### src/rtl/pipe_skid_stage_pkg.sv
// Shared types for elastic pipeline stages: occupancy encoding and stage bundles.
package pipe_skid_stage_pkg;

  typedef enum logic [1:0] {
    PS_EMPTY = 2'd0,
    PS_ONE   = 2'd1,
    PS_FULL  = 2'd2
  } pipe_occ_t;

  // MEM/WB stage bundle carried as the payload of a pipe_skid_stage.
  typedef struct packed {
    logic [31:0] address;
    logic [31:0] rdata;
    logic [31:0] next_instr;
    logic [7:0]  control;
    logic [31:0] alu_out;
    logic [31:0] ir;
    logic [4:0]  dest;
  } wb_bundle_t;

  localparam int unsigned WB_W = $bits(wb_bundle_t);

  function automatic logic occ_is_full(input pipe_occ_t s);
    return s == PS_FULL;
  endfunction

endpackage

### src/rtl/pipe_skid_stage_sat_counter.sv
// Saturating up-counter with synchronous clear taking priority over increment.
module sat_counter #(
  parameter int unsigned CNT_W = 16
) (
  input  logic             clk,
  input  logic             rst_n,
  input  logic             inc,
  input  logic             clr,
  output logic [CNT_W-1:0] count
);

  logic [CNT_W-1:0] count_q;

  always_ff @(posedge clk or negedge rst_n) begin
    if (!rst_n) begin
      count_q <= '0;
    end else if (clr) begin
      count_q <= '0;
    end else if (inc && (count_q != '1)) begin
      count_q <= count_q + CNT_W'(1);
    end
  end

  assign count = count_q;

endmodule

### src/rtl/pipe_skid_stage.sv
// Elastic valid/ready pipeline register with optional skid entry, flush and stall counter.
module pipe_skid_stage
  import pipe_skid_stage_pkg::*;
#(
  parameter int unsigned WIDTH          = 128,
  parameter int unsigned SKID           = 1,
  parameter int unsigned CLEAR_ON_FLUSH = 0,
  parameter int unsigned CNT_W          = 16
) (
  input  logic             clk,
  input  logic             rst_n,
  input  logic             in_valid,
  output logic             in_ready,
  input  logic [WIDTH-1:0] in_data,
  output logic             out_valid,
  input  logic             out_ready,
  output logic [WIDTH-1:0] out_data,
  input  logic             flush,
  input  logic             stall_clr,
  output logic [1:0]       occupancy,
  output logic [CNT_W-1:0] stall_cnt
);

  pipe_occ_t        state_q, state_d;
  logic [WIDTH-1:0] main_q, main_d;
  logic [WIDTH-1:0] skid_q, skid_d;
  logic             in_ready_q;
  logic             acc_in, acc_out;

  assign out_valid = (state_q != PS_EMPTY);
  assign out_data  = main_q;
  assign occupancy = state_q;

  // Skid mode decodes in_ready from a flop so out_ready never reaches upstream.
  assign in_ready = (SKID != 0) ? in_ready_q : (!out_valid || out_ready);

  assign acc_in  = in_valid && in_ready;
  assign acc_out = out_valid && out_ready;

  always_comb begin
    state_d = state_q;
    main_d  = main_q;
    skid_d  = skid_q;
    if (flush) begin
      state_d = PS_EMPTY;
      if (CLEAR_ON_FLUSH != 0) begin
        main_d = '0;
        skid_d = '0;
      end
    end else begin
      case (state_q)
        PS_EMPTY: begin
          if (acc_in) begin
            main_d  = in_data;
            state_d = PS_ONE;
          end
        end
        PS_ONE: begin
          if (acc_in && acc_out) begin
            main_d = in_data;
          end else if (acc_in && (SKID != 0)) begin
            skid_d  = in_data;
            state_d = PS_FULL;
          end else if (acc_out) begin
            state_d = PS_EMPTY;
          end
        end
        PS_FULL: begin
          if (acc_out) begin
            main_d  = skid_q;
            state_d = PS_ONE;
          end
        end
        default: state_d = PS_EMPTY;
      endcase
    end
  end

  always_ff @(posedge clk or negedge rst_n) begin
    if (!rst_n) begin
      state_q    <= PS_EMPTY;
      main_q     <= '0;
      skid_q     <= '0;
      in_ready_q <= 1'b1;
    end else begin
      state_q    <= state_d;
      main_q     <= main_d;
      skid_q     <= skid_d;
      in_ready_q <= !occ_is_full(state_d);
    end
  end

  sat_counter #(
    .CNT_W(CNT_W)
  ) u_stall_cnt (
    .clk  (clk),
    .rst_n(rst_n),
    .inc  (out_valid && !out_ready),
    .clr  (stall_clr),
    .count(stall_cnt)
  );

endmodule

### config.mk
export PLATFORM = sky130hd
export DESIGN_NAME = pipe_skid_stage
export DESIGN_NICKNAME = d
export VERILOG_FILES = /design/src/rtl/pipe_skid_stage_pkg.sv /design/src/rtl/pipe_skid_stage_sat_counter.sv /design/src/rtl/pipe_skid_stage.sv
export SDC_FILE = /design/constraint.sdc
export NUM_CORES = 1
export LEC_CHECK = 0
export ABC_CLOCK_PERIOD_IN_PS = 4560
export CAP_MARGIN = 20
export CORE_ASPECT_RATIO = 1.5
export CORE_MARGIN = 1
export CORE_UTILIZATION = 45
export CTS_CLUSTER_DIAMETER = 150
export CTS_CLUSTER_SIZE = 14
export DETAILED_ROUTE_END_ITERATION = 16
export PLACE_DENSITY = 0.74
export SYNTH_ARGS = -nofsm -noshare
export SYNTH_HDL_FRONTEND = slang
export SYNTH_HIERARCHICAL = 1
export SYNTH_SLANG_ARGS = --single-unit
### constraint.sdc
create_clock -name clk -period 4.56 [get_ports clk]
set_input_delay 0.456 -clock clk [delete_from_list [all_inputs] [get_ports clk]]
set_output_delay 0.456 -clock clk [all_outputs]
set_load 0.05 [all_outputs]
* After elaboration in Yosys (flattened, before gate mapping)
Cells that the tools add are included.
W data, S select, Z words.
** Word-level totals
- Flip-flop bits (word level) :: 275
- Bits in latches :: 0
- Memory bits (writable) :: 0
- Bits in read-only memories :: 0
- Output and inout port bits :: 148
- Word-level logic and storage cells :: 41
- Memories kept :: 0
** Cells by class
- Add/subtract/negate cells :: 1
- Multiply operators :: 0
- Div/mod/pow operators :: 0
- Order comparisons :: 0
- Eq/ne operators :: 7
- Shift-type cells :: 0
- Mux-type cells :: 13
- Bitwise gates (word level) :: 2
- Reduce and logical (&&, ||, !) cells :: 13
** Operators by type and width (count)
- $mux W128 :: 3
- $pmux W128 S3 :: 1
- $mux W16 :: 2
- $add A16 B1 Y16 const B :: 1
- $ne A16 B16 Y1 const B :: 1
- $mux W2 :: 6
- $ne A2 B2 Y1 const B :: 3
- $pmux W2 S3 :: 1
- $logic_and A1 B1 Y1 :: 5
- $reduce_and A5 Y1 :: 1
- $eq A2 B2 Y1 const B :: 2
- $reduce_and A4 Y1 :: 1
- $reduce_bool A2 Y1 :: 2
- $reduce_bool A3 Y1 :: 1
- $eq A2 B1 Y1 const B :: 1
- $logic_not A1 Y1 :: 2
- $logic_not A2 Y1 :: 1
- $not A1 Y1 :: 2

* Depth between registers and ports, before layout
Gate-level depths: netlist (run 1).
- Word-level depth :: 9
- Depth in mapped cells :: 8
- Mapped depth without buffers :: 5

* Cells and area by module
The synthesis (run 1) kept the hierarchy.
** By module, submodules not included
- pipe_skid_stage :: times used 1, cells an instance 844, area an instance 10762.8 um^2
- sat_counter :: times used 1, cells an instance 98, area an instance 942.2 um^2

* Least setup slack after synthesis (run 1)
No wires, ideal clock.
- Path kind :: register to register
- Start :: register state_q[1], in the netlist occupancy[1]
- End :: register u_stall_cnt.count_q[3], in the netlist u_stall_cnt/count[3]
- Setup time :: 0.078 ns
- Arrival time :: 2.376 ns
- Required time :: 4.482 ns
- Setup slack :: 2.106 ns
- Cell stages (with the launch flop) :: 7
- Cell sequence :: dfrtp_1 or2_2 nor2b_1 inv_1 clkbuf_1 or4_2 a21oi_1
** On the way
- Word-level cells in the longest chain between the ends :: 4
** Ends and longest elaborated chain
- from (decl) :: RTL line pipe_skid_stage.sv:24 : pipe_occ_t state_q, state_d;
- from (signal assigned) :: RTL line pipe_skid_stage.sv:86 : state_q <= state_d;
- $reduce_bool A2 Y1 :: RTL line pipe_skid_stage.sv:30 : assign out_valid = (state_q != PS_EMPTY);
- via out_valid :: RTL line pipe_skid_stage.sv:15 : output logic out_valid,
- $logic_and A1 B1 Y1 :: RTL line pipe_skid_stage.sv:98 : .inc (out_valid && !out_ready),
- $logic_and A1 B1 Y1 :: RTL line pipe_skid_stage_sat_counter.sv:19 : end else if (inc && (count_q != '1)) begin
- $reduce_bool A2 Y1 (no source line)
- to (signal assigned) :: RTL line pipe_skid_stage_sat_counter.sv:20 : count_q <= count_q + CNT_W'(1);
- to (decl) :: RTL line pipe_skid_stage_sat_counter.sv:12 : logic [CNT_W-1:0] count_q;
The timed path passes the listed nets, and every way through them passes these cells.
A chain may end at the register's enable or synchronous reset.

* Final worst setup path (run 1)
- Start :: register state_q[1], in the netlist occupancy[1]
- End :: output out_valid
** On the way
- Word-level cells in the longest chain between the ends :: 1
** Ends and longest elaborated chain (RTL line)
- $reduce_bool A2 Y1 :: pipe_skid_stage.sv:30
- to (decl) :: pipe_skid_stage.sv:15
No other way between the ends.

==> summary.txt, run 1 <==
===============================================================================
Outcome                                                            complete, no violations
Category of the worst setup path launch point                          register
RSZ-0062 raised after global routing                                      false
Count of standard-cell rows                                                  71
Initial antenna violation count                                               3
Hold Fails Final Rpt                                                          0
Final critical-path share of the clock period                            55.01%
Achievable frequency                                                  398.7 MHz
Drt wl/cell                                                            17.32 um
Sequential cell area fraction in the yosys report                        58.80%
Total Die Area                                                     0.02667 sq mm
Remaining antenna violation count                                             0
Area share of the largest cell type after synthesis                      58.58%
Top-level port count                                                        282
Core area                                                          0.02532 sq mm
Detailed Routing Iterations Pass 1                                            4
Top post-synthesis cells by area                                   dfrtp_1 59%, mux2_2 12%, mux2i_1 11%, nand2_1 4.4%, o21ai_0 3.8%
Cell taking the most area after synthesis                               dfrtp_1
Starting utilization of the core area                                    46.23%
DRC violations left                                                           0
Area of the mapped netlist                                         0.01170 sq mm
Power density cells                                                467.5 mW/mm^2
Resized Gates After CTS                                                       0
Net switching power                                                    2.392 mW
Design area                                                        0.01535 sq mm
Clock tree from TritonCTS                                                  done
Via count of the first global-routing pass                                 8012
CP endpoint kind                                                    output port
Required time of the critical path                                      4.10 ns
GRT overflow                                                                  0
Via Count                                                                  7961
Mapped Cells                                                                942
Sum of negative setup slack                                                0 ns
DP Area                                                            0.01473 sq mm
Number of setup buffers added after CTS                                       0
Global-route wire length before repair                                 42580 um
Synth async-reset ratio                                                  100.0%
Synthesized area per cell                                           12.43 sq um
Count of maximum capacitance violations                                       0
CTS buffer count                                                             23
Switching part of the total                                              33.33%
Timing startpoint of the critical path                             occupancy[1]
First-iteration detailed-routing DRC count                                  334
Final weighted congestion of routability-driven global placement         0.7928
Pin count of the biggest net entering global routing                        135
Syn Nets                                                                   1077
Crit path max fanout                                                          9
Port Buf Inserts                                                            281
DP HPWL                                                                17690 um
Nets@finish                                                                1331
Post-detailed-route via-to-cell ratio                                     5.190
Count of hold buffers inserted by post-cts repair                             0
Sequential Power Share                                                    46.0%
Seq cells post-synth                                                        275
Clock-pin slew on the worst setup and hold paths                        0.07 ns
Clk Tree Root Cell                                                    clkbuf_16
Worst Skew                                                           0.01440 ns
Slowest CP cell                                                    clkdlybuf4s50_1
Die Ht                                                                 199.5 um
Drt total wl                                                           26570 um
Most frequent cell after synthesis                                      dfrtp_1
Number of failing setup endpoints in the final timing report                  0
Power, Total                                                           7.177 mW
Clock Sink Count                                                            275
Proportion of layout cells with a drive suffix above 1                   14.63%
Number of H-tree levels                                                       1
Die span in x                                                          133.7 um
CP cell instances                                                  or2_2 -> clkdlybuf4s50_1
Worst slew margin relative to its limit                                  32.35%
Total of warnings raised by yosys                                             6
Slew @ Worst Pin                                                       1.015 ns
CTS Buffer Depth                                                              3
Synth Flop Type                                                         dfrtp_1
Max-slew violation count                                                      0
GR Util All Layers                                                       20.09%
VDD IR-drop max                                                     0.0003484 V
Class of the tightest hold or removal check                            in2async
Type of the worst setup path                                            reg2out
Slowest stage delay, CP                                                 0.71 ns
Layout-stage area growth over the synthesis result                       31.16%
Worst skew pair latency                                                 0.52 ns
Critical path arrival                                                   2.05 ns
List of most frequent post-synthesis cells                         274 x dfrtp_1, 136 x nand2_1, 129 x mux2i_1
Cell variety after synth                                                     41
Part of the power in combinational logic                                  29.6%
Share of total power in the clock network                                 24.4%
Internal power summed over all cells                                   4.785 mW
Launch point of the worst reg-to-reg path                          u_stall_cnt/count[0]
EDFF count, synth                                                             0
Leakage power                                                          6.392 nW
Final critical-path required period                                    2.508 ns
===============================================================================
flip-flops by register name (all words and copies together) (netlist names):
signal,flops
in_ready,1
occupancy,2
out_data,128
skid_q,128
u_stall_cnt/count,16
critical path, delay by kind of cell (launching register included):
| kind | cells | cell delay [ns] |
|---|---|---|
| buffers and inverters | 1 | 0.71 |
| DFF | 1 | 0.49 |
| and+or+nand+nor | 1 | 0.35 |
cells by family (layout without fill, tap and decap cells):
family | count (synthesis) | count (layout) | synth area share (%)
buffers and inverters | 65 | 326 | 3.079
AND/OR/NAND/NOR | 184 | 184 | 7.215
other | 0 | 3 | 0
multiplexers | 261 | 261 | 23.73
AO/OA/AOI/OAI | 156 | 156 | 7.066
flip-flops | 275 | 275 | 58.80
adder cells (fa/ha/maj) | 1 | 1 | 0.1069
layer usage:
| layer | wire [um] | vias to the layer above | track usage (%) |
|---|---|---|---|
| met5 | 0 | - | 0 |
| met4 | 1070 | 0 | 9.007 |
| met3 | 1421 | 55 | 4.059 |
| met2 | 13370 | 207 | 34.09 |
| met1 | 10710 | 3880 | 24.69 |
| li1 | - | 3819 | - |
final cells by class:
type | instances | area, sq um
fillers | 2107 | 9966
diodes | 3 | 7.507
repair buffers | 290 | 2948
inverters | 4 | 15.01
clock buffers | 30 | 601.8
clock inverters | 2 | 16.27
flip-flops and latches | 275 | 6883
well taps | 328 | 410.4
multi-input cells | 602 | 4471
per-stage QoR:
stage          hold slack (ns)  setup WS (ns)  cells  util, %
2_1_floorplan           0.1604          2.106    942        -
3_5_place_dp            0.4694          1.968   1499    58.17
3_3_place_gp            0.4605          1.980   1499    58.17
5_1_grt                 0.1293          1.983   1534    60.64
4_1_cts                 0.1006          2.014   1531    60.61
6_report               0.02643          2.052   1534    60.64
cells in the final DEF, fill, tap and decap left out, types with 5 or more instances in the layout:
cell,instances
o21ai_1,43
buf_12,5
mux2_2,128
or4_1,5
clkbuf_16,23
a21oi_1,12
nor2_1,5
nand4_1,6
mux2i_1,129
clkbuf_1,7
dfrtp_1,274
o21ai_0,89
nand2_1,136
o31ai_1,7
nor2b_1,6
clkdlybuf4s50_1,280
power by group through the flow:
stage	sequential, mW	clock, mW	combinational (mW)
after floorplan	4.06	0	0.601
after global placement	3.32	0	2.10
after detailed placement	3.35	0	2.14
after CTS	3.30	1.82	2.15
after global routing	3.38	1.92	2.26
final	3.30	1.75	2.12
worst paths after layout:
| kind | end | slack, ns | depth (start not counted) |
|---|---|---|---|
| hold reg to reg | out_data[29] | 0.48 | 2 |
| min in group clk | out_data[29] | 0.48 | 2 |
| hold / removal | out_data[60] | 0.03 | 1 |
| max in group asynchronous | out_data[95] | 3.37 | 2 |
| setup / recovery | out_valid | 2.05 | 2 |
| setup reg to reg | u_stall_cnt/count[15] | 2.24 | 5 |
(Power assumes the default switching activity.)
==> run 2, diff against run 1 <==
Settings changed: ABC_CLOCK_PERIOD_IN_PS 4560 to 2600.
Clock period 4.56 ns to 2.6 ns, I/O delays scaled along.
==> run 2 against run 1 <==
Wire length rose by 4.5%. Via count rose by 3.0%. Power rose by 76%. Critical path type unchanged. Largest power group unchanged. Highest routed layer is now met5.
==> summary.txt, run 2 (same netlist as run 1, synthesis figures left out) <==
===============================================================================
Hold Fails Final Rpt                                                          0   unchanged
Share of total power in the clock network                                 24.3%   was 24.4%
Final weighted congestion of routability-driven global placement         0.8094   was 0.7928
Port Buf Inserts                                                            281   unchanged
Critical path arrival                                                   1.92 ns   was 2.05 ns
Worst reg2reg setup slack                                               0.61 ns   was 2.24 ns
Switching part of the total                                              33.38%   was 33.33%
Sequential Area                                                    0.006883 sq mm   unchanged
Launch point of the worst reg-to-reg path                          u_stall_cnt/count[0]   unchanged
Filler cell count in the final layout                                      2087   was 2107
Worst Reg-to-Reg Cells                                                        5   unchanged
Via count of the first global-routing pass                                 8318   was 8012
Total Die Area                                                     0.02667 sq mm   unchanged
Most common library cell in the layout ignoring fill and taps      clkdlybuf4s50_1   unchanged
Clock-pin slew on the worst setup and hold paths                        0.07 ns   about the same
Detailed Routing Iterations Pass 1                                            4   unchanged
Final critical-path setup slack                                       0.4169 ns   was 2.052 ns
Class of the tightest hold or removal check                            in2async   unchanged
Footprint of the multi-input gates                                 0.004471 sq mm   unchanged
Post-detailed-route via-to-cell ratio                                     5.271   was 5.190
Top-level port count                                                        282   unchanged
Slew @ Worst Pin                                                      0.7912 ns   was 1.015 ns
Starting utilization of the core area                                    46.23%   unchanged
Final critical-path required period                                    2.183 ns
CTS buffer count                                                             23   unchanged
GRT overflow                                                                  0   unchanged
Count of standard-cell rows                                                  71   unchanged
Core area                                                          0.02532 sq mm   unchanged
Critical path buffers and inverters                                           1   unchanged
Pin count of the biggest net entering global routing                        151   was 135
Drt wl/cell                                                            17.85 um   was 17.32 um
Worst slew margin relative to its limit                                  47.09%   was 32.35%
Clock tree from TritonCTS                                                  done   unchanged
Slowest CP cell                                                    clkdlybuf4s50_1   unchanged
Leakage power                                                          6.489 nW   was 6.392 nW
Part of the power in combinational logic                                  29.8%   was 29.6%
Clk Tree Root Cell                                                    clkbuf_16   unchanged
Drt total wl                                                           27760 um   was 26570 um
First-iteration detailed-routing DRC count                                  352   was 334
Type of the worst setup path                                            reg2out   unchanged
GR Util All Layers                                                       20.64%   was 20.09%
Sequential Power Share                                                    45.9%   was 46.0%
Remaining antenna violation count                                             0   unchanged
DRC violations left                                                           0   unchanged
Layout-stage area growth over the synthesis result                       32.76%   was 31.16%
Worst Skew                                                           0.01501 ns   was 0.01440 ns
Initial antenna violation count                                              11   was 3
Most frequent cells in the layout                                  280 x clkdlybuf4s50_1, 274 x dfrtp_1, 136 x nand2_1   unchanged
Slowest stage delay, CP                                                 0.72 ns   was 0.71 ns
CP cell instances                                                  or2_2 -> clkdlybuf4s50_1   unchanged
Final critical-path share of the clock period                            83.97%
Via Count                                                                  8196   was 7961
Number of setup buffers added after CTS                                       0   unchanged
Internal power summed over all cells                                   8.409 mW   was 4.785 mW
Max-slew violation count                                                      0   unchanged
Worst slack after detailed placement                                  0.3031 ns   was 1.968 ns
CP endpoint kind                                                    output port   unchanged
Crit path max fanout                                                          2   was 9
Net switching power                                                    4.214 mW   was 2.392 mW
Achievable frequency                                                  458.1 MHz
Number of failing setup endpoints in the final timing report                  0   unchanged
VDD IR-drop max                                                     0.0005683 V   was 0.0003484 V
RSZ-0062 raised after global routing                                      false   unchanged
Worst skew pair latency                                                 0.51 ns   was 0.52 ns
Capture instance of the worst register-to-register path            u_stall_cnt/count[15]   unchanged
Proportion of layout cells with a drive suffix above 1                   15.52%   was 14.63%
Count of maximum capacitance violations                                       0   unchanged
Outcome                                                            complete, no violations   unchanged
Power, Total                                                           12.62 mW   was 7.177 mW
Die Ht                                                                 199.5 um   unchanged
Sum of negative setup slack                                                0 ns   unchanged
Clock Sink Count                                                            275   unchanged
Global-route wire length before repair                                 43740 um   was 42580 um
Power density cells                                                812.3 mW/mm^2   was 467.5 mW/mm^2
Required time of the critical path                                      2.34 ns   was 4.10 ns
DP HPWL                                                                18980 um   was 17690 um
Cell class contributing the biggest share of worst-path delay      buffers and inverters   unchanged
Die span in x                                                          133.7 um   unchanged
Category of the worst setup path launch point                          register   unchanged
Number of H-tree levels                                                       1   unchanged
Nets@finish                                                                1346   was 1331
CTS Buffer Depth                                                              3   unchanged
===============================================================================
-- run 2: cell types whose count changed in the layout (fill, tap and decap cells not counted), sizes merged --
cell / delta
diode: +6
dlygate4sd3: +1
clkbuf: +1
inv: -1
buf: +14
-- run 2: power groups by stage --
stage	clock network, mW	registers (mW)	logic (mW)
after CTS	3.17	5.79	3.80
after detailed placement	0	5.87	3.79
after global placement	0	5.81	3.71
final	3.07	5.79	3.76
after global routing	3.31	5.91	4.00
after floorplan	0	7.12	1.05
-- run 2: how the worst max path moves through the flow --
stage                             from                    to  slack, ns  cells after the start
final                     occupancy[1]             out_valid       0.42                      2
after global routing      occupancy[1]             out_valid       0.36                      2
after CTS                 occupancy[1]             out_valid       0.39                      2
after detailed placement     out_ready  u_stall_cnt/count[3]       0.30                      5
after global placement       out_ready  u_stall_cnt/count[3]       0.33                      5
after floorplan           occupancy[1]  u_stall_cnt/count[3]       0.15                      6
-- run 2: stage by stage --
step / util (%) / hold slack (ns) / cells / instance area [sq um]
4_1_cts: 61.29 / 0.2346 / 1546 / 15520
3_5_place_dp: 58.83 / 0.1771 / 1513 / 14890
5_1_grt: 61.36 / 0.2596 / 1553 / 15530
6_report: 61.38 / 0.2347 / 1555 / 15540
2_1_floorplan: - / -0.03559 / 942 / 11710
3_3_place_gp: 58.83 / 0.1787 / 1513 / 14890
-- run 2: final cells by class --
| cell class | instances | share of cell area, % |
|---|---|---|
| Inverter | 4 | 0.09662 |
| Clock inverter | 1 | 0.04831 |
| Clock buffer | 31 | 3.897 |
| Tap cell | 328 | 2.641 |
| Antenna cell | 9 | 0.1449 |
| Multi-Input combinational cell | 602 | 28.77 |
| Timing Repair Buffer | 305 | 20.11 |
| Sequential cell | 275 | 44.29 |
-- run 2: routing by layer --
| metal | part of all wire [%] | vias up | global-route usage, % |
|---|---|---|---|
| li1 | - | 3850 | - |
| met1 | 40 | 4061 | 24.71 |
| met2 | 51 | 218 | 35.76 |
| met3 | 5.3 | 61 | 4.414 |
| met4 | 3.7 | 6 | 8.923 |
| met5 | 0.13 | - | 0 |
-- run 2: what timing repair did --
item,in CTS,in global routing
endpoints found under the setup margin,0,0
hold buffers,1,0
hold endpoints to repair,39,0
resized for setup,0,0
==> run 3, diff against run 2 <==
Settings changed: ABC_CLOCK_PERIOD_IN_PS 2600 to 2000, PLACE_DENSITY 0.74 to 0.76.
Clock period 2.6 ns to 2 ns, I/O delays scaled along.
==> run 3 against run 2 <==
Via count fell by 1.4%. Sequential power rose by 31%. Critical path type unchanged. Clock skew shrank 0.0086 ns. Sequential share of layout area shrank 0.42 points. Worst hold slack worse by 0.076 ns. Sequential cell count unchanged. Largest cell class unchanged. Design area grew 1.0%. Critical endpoint is now out_data[105]. Wire length about the same. Non-clock buffer count rose by 9. Die area unchanged. Utilization rose by 0.63 points.
==> summary.txt, run 3 (same netlist as run 1, synthesis figures left out) <==
===============================================================================
Drt total wl                                                           27760 um   about the same
Initial antenna violation count                                               3   was 11
Internal power summed over all cells                                   10.95 mW   was 8.409 mW
Post-detailed-route via-to-cell ratio                                     5.187   was 5.271
Most common library cell in the layout ignoring fill and taps           dfrtp_1   was clkdlybuf4s50_1
Crit path max fanout                                                          2   unchanged
Slowest stage delay, CP                                                 0.83 ns   was 0.72 ns
Total Die Area                                                     0.02667 sq mm   unchanged
Number of standard cells in the layout, taps in and fillers out            1558   was 1555
Worst Skew                                                          0.006431 ns   was 0.01501 ns
Critical path arrival                                                   1.74 ns   was 1.92 ns
Leakage power                                                          6.725 nW   was 6.489 nW
Part of the power in combinational logic                                  29.7%   was 29.8%
DRC violations left                                                           0   unchanged
Max-slew violation count                                                      0   unchanged
Timing startpoint of the critical path                             out_data[105]   was occupancy[1]
GRT overflow                                                                  0   unchanged
Final critical-path share of the clock period                            96.87%
Sequential Power Share                                                    45.9%   about the same
Proportion of layout cells with a drive suffix above 1                   16.71%   was 15.52%
RSZ-0062 raised after global routing                                      false   unchanged
Cell class contributing the biggest share of worst-path delay      buffers and inverters   unchanged
Class of the tightest hold or removal check                            in2async   unchanged
Worst skew pair latency                                                 0.51 ns   about the same
CP cell instances                                                  clkdlybuf4s50_1   was or2_2 -> clkdlybuf4s50_1
Worst slew margin relative to its limit                                  59.75%   was 47.09%
Clock Sink Count                                                            275   unchanged
Layout-stage area growth over the synthesis result                       34.13%   was 32.76%
Drt wl/cell                                                            17.82 um   was 17.85 um
Count of maximum capacitance violations                                       0   unchanged
Final weighted congestion of routability-driven global placement         0.7901   was 0.8094
Achievable frequency                                                  516.1 MHz
Filler cell count in the final layout                                      2075   was 2087
Pin count of the biggest net entering global routing                        139   was 151
VDD IR-drop max                                                     0.0008689 V   was 0.0005683 V
Switching part of the total                                              33.50%   was 33.38%
First-iteration detailed-routing DRC count                                  197   was 352
Critical path buffers and inverters                                           1   unchanged
Share of total power in the clock network                                 24.3%   about the same
Worst reg2reg setup slack                                               0.12 ns   was 0.61 ns
CTS Buffer Depth                                                              3   unchanged
Net switching power                                                    5.515 mW   was 4.214 mW
Type of the worst setup path                                            reg2out   unchanged
CTS buffer count                                                             23   unchanged
GR Util All Layers                                                       20.87%   was 20.64%
Nets@finish                                                                1355   was 1346
Outcome                                                            complete, no violations   unchanged
Detailed Routing Iterations Pass 1                                            4   unchanged
Number of failing setup endpoints in the final timing report                  0   unchanged
Power density cells                                                1049 mW/mm^2   was 812.3 mW/mm^2
Clock-pin slew on the worst setup and hold paths                        0.07 ns   about the same
Top-level port count                                                        282   unchanged
Final critical-path required period                                    1.937 ns
Core area                                                          0.02532 sq mm   unchanged
Via count of the first global-routing pass                                 8483   was 8318
Port Buf Inserts                                                            281   unchanged
Slew @ Worst Pin                                                      0.6019 ns   was 0.7912 ns
Global-route wire length before repair                                 43970 um   was 43740 um
Required time of the critical path                                      1.80 ns   was 2.34 ns
Sum of negative setup slack                                                0 ns   unchanged
Placed Instances                                                           1522   was 1513
DP HPWL                                                                19410 um   was 18980 um
Remaining antenna violation count                                             0   unchanged
Clk Tree Root Cell                                                    clkbuf_16   unchanged
Die Ht                                                                 199.5 um   unchanged
CP endpoint kind                                                    output port   unchanged
Clock tree from TritonCTS                                                  done   unchanged
Finished Core Util                                                       62.01%   was 61.38%
Slowest CP cell                                                    clkdlybuf4s50_1   unchanged
Most frequent cells in the layout                                  270 x dfrtp_1, 262 x clkdlybuf4s50_1, 136 x nand2_1   was 280 x clkdlybuf4s50_1, 274 x dfrtp_1, 136 x nand2_1
Starting utilization of the core area                                    46.23%   unchanged
Count of standard-cell rows                                                  71   unchanged
Via Count                                                                  8082   was 8196
Die span in x                                                          133.7 um   unchanged
Number of H-tree levels                                                       1   unchanged
Launch point of the worst reg-to-reg path                              in_ready   was u_stall_cnt/count[0]
Category of the worst setup path launch point                          register   unchanged
Hold Fails Final Rpt                                                          0   unchanged
===============================================================================
[run 3: per-layer routing]
metal  up-vias  track usage [%]  routed length (um)
li1       3865                -                   -
met1      3928            23.48               10500
met2       227            37.83               14600
met3        62            3.881                1421
met4         0            10.10                1237
met5         -                0                   0
[run 3: cell type report]
type                            count  area, sq um  area share [%]
Tap cell                          328        410.4           2.614
Antenna cell                        3        7.507         0.04782
Timing Repair Buffer              314         3281           20.90
Sequential cell                   275         6888           43.87
Clock buffer                       30        601.8           3.833
Multi-Input combinational cell    602         4481           28.54
Clock inverter                      2        16.27          0.1036
Inverter                            4        15.01         0.09563
[run 3: metrics by stage]
| step | hold WS [ns] | worst slack [ns] | total power, mW | instance area (sq um) |
|---|---|---|---|---|
| final | 0.1584 | 0.06257 | 16.46 | 15700 |
| after floorplan | -0.09559 | -0.06650 | 10.64 | 11730 |
| after CTS | 0.1554 | 0.002252 | 16.66 | 15680 |
| after detailed placement | 0.1069 | -0.02805 | 12.60 | 15060 |
| after global placement | 0.1034 | 0.04727 | 12.41 | 15060 |
| after global routing | 0.1703 | 0.009442 | 17.24 | 15700 |
[run 3: path summary, 6_finish.rpt]
check / to / depth (start not counted)
max: out_data[105] / 1
min: out_data[2] / 2
max reg2reg: out_data[46] / 5
min reg2reg: out_data[92] / 2
max in group asynchronous: skid_q[19] / 3
min in group clk: skid_q[39] / 2
[run 3: power by group through the flow]
stage / Combinational (mW) / Sequential [mW] / Clock, mW
after global placement: 4.84 / 7.57 / 0
after CTS: 4.95 / 7.56 / 4.14
after detailed placement: 4.95 / 7.66 / 0
after floorplan: 1.38 / 9.26 / 0
final: 4.90 / 7.56 / 4.00
after global routing: 5.20 / 7.72 / 4.32
[run 3: timing repair]
action / CTS / global route
pin swaps: 0 / 0
hold buffers: 1 / 0
endpoints found under the hold margin: 274 / 0
buffers inserted: 0 / 0
resized for setup: 12 / 6
gates cloned: 0 / 0
endpoints found under the setup margin: 12 / 6
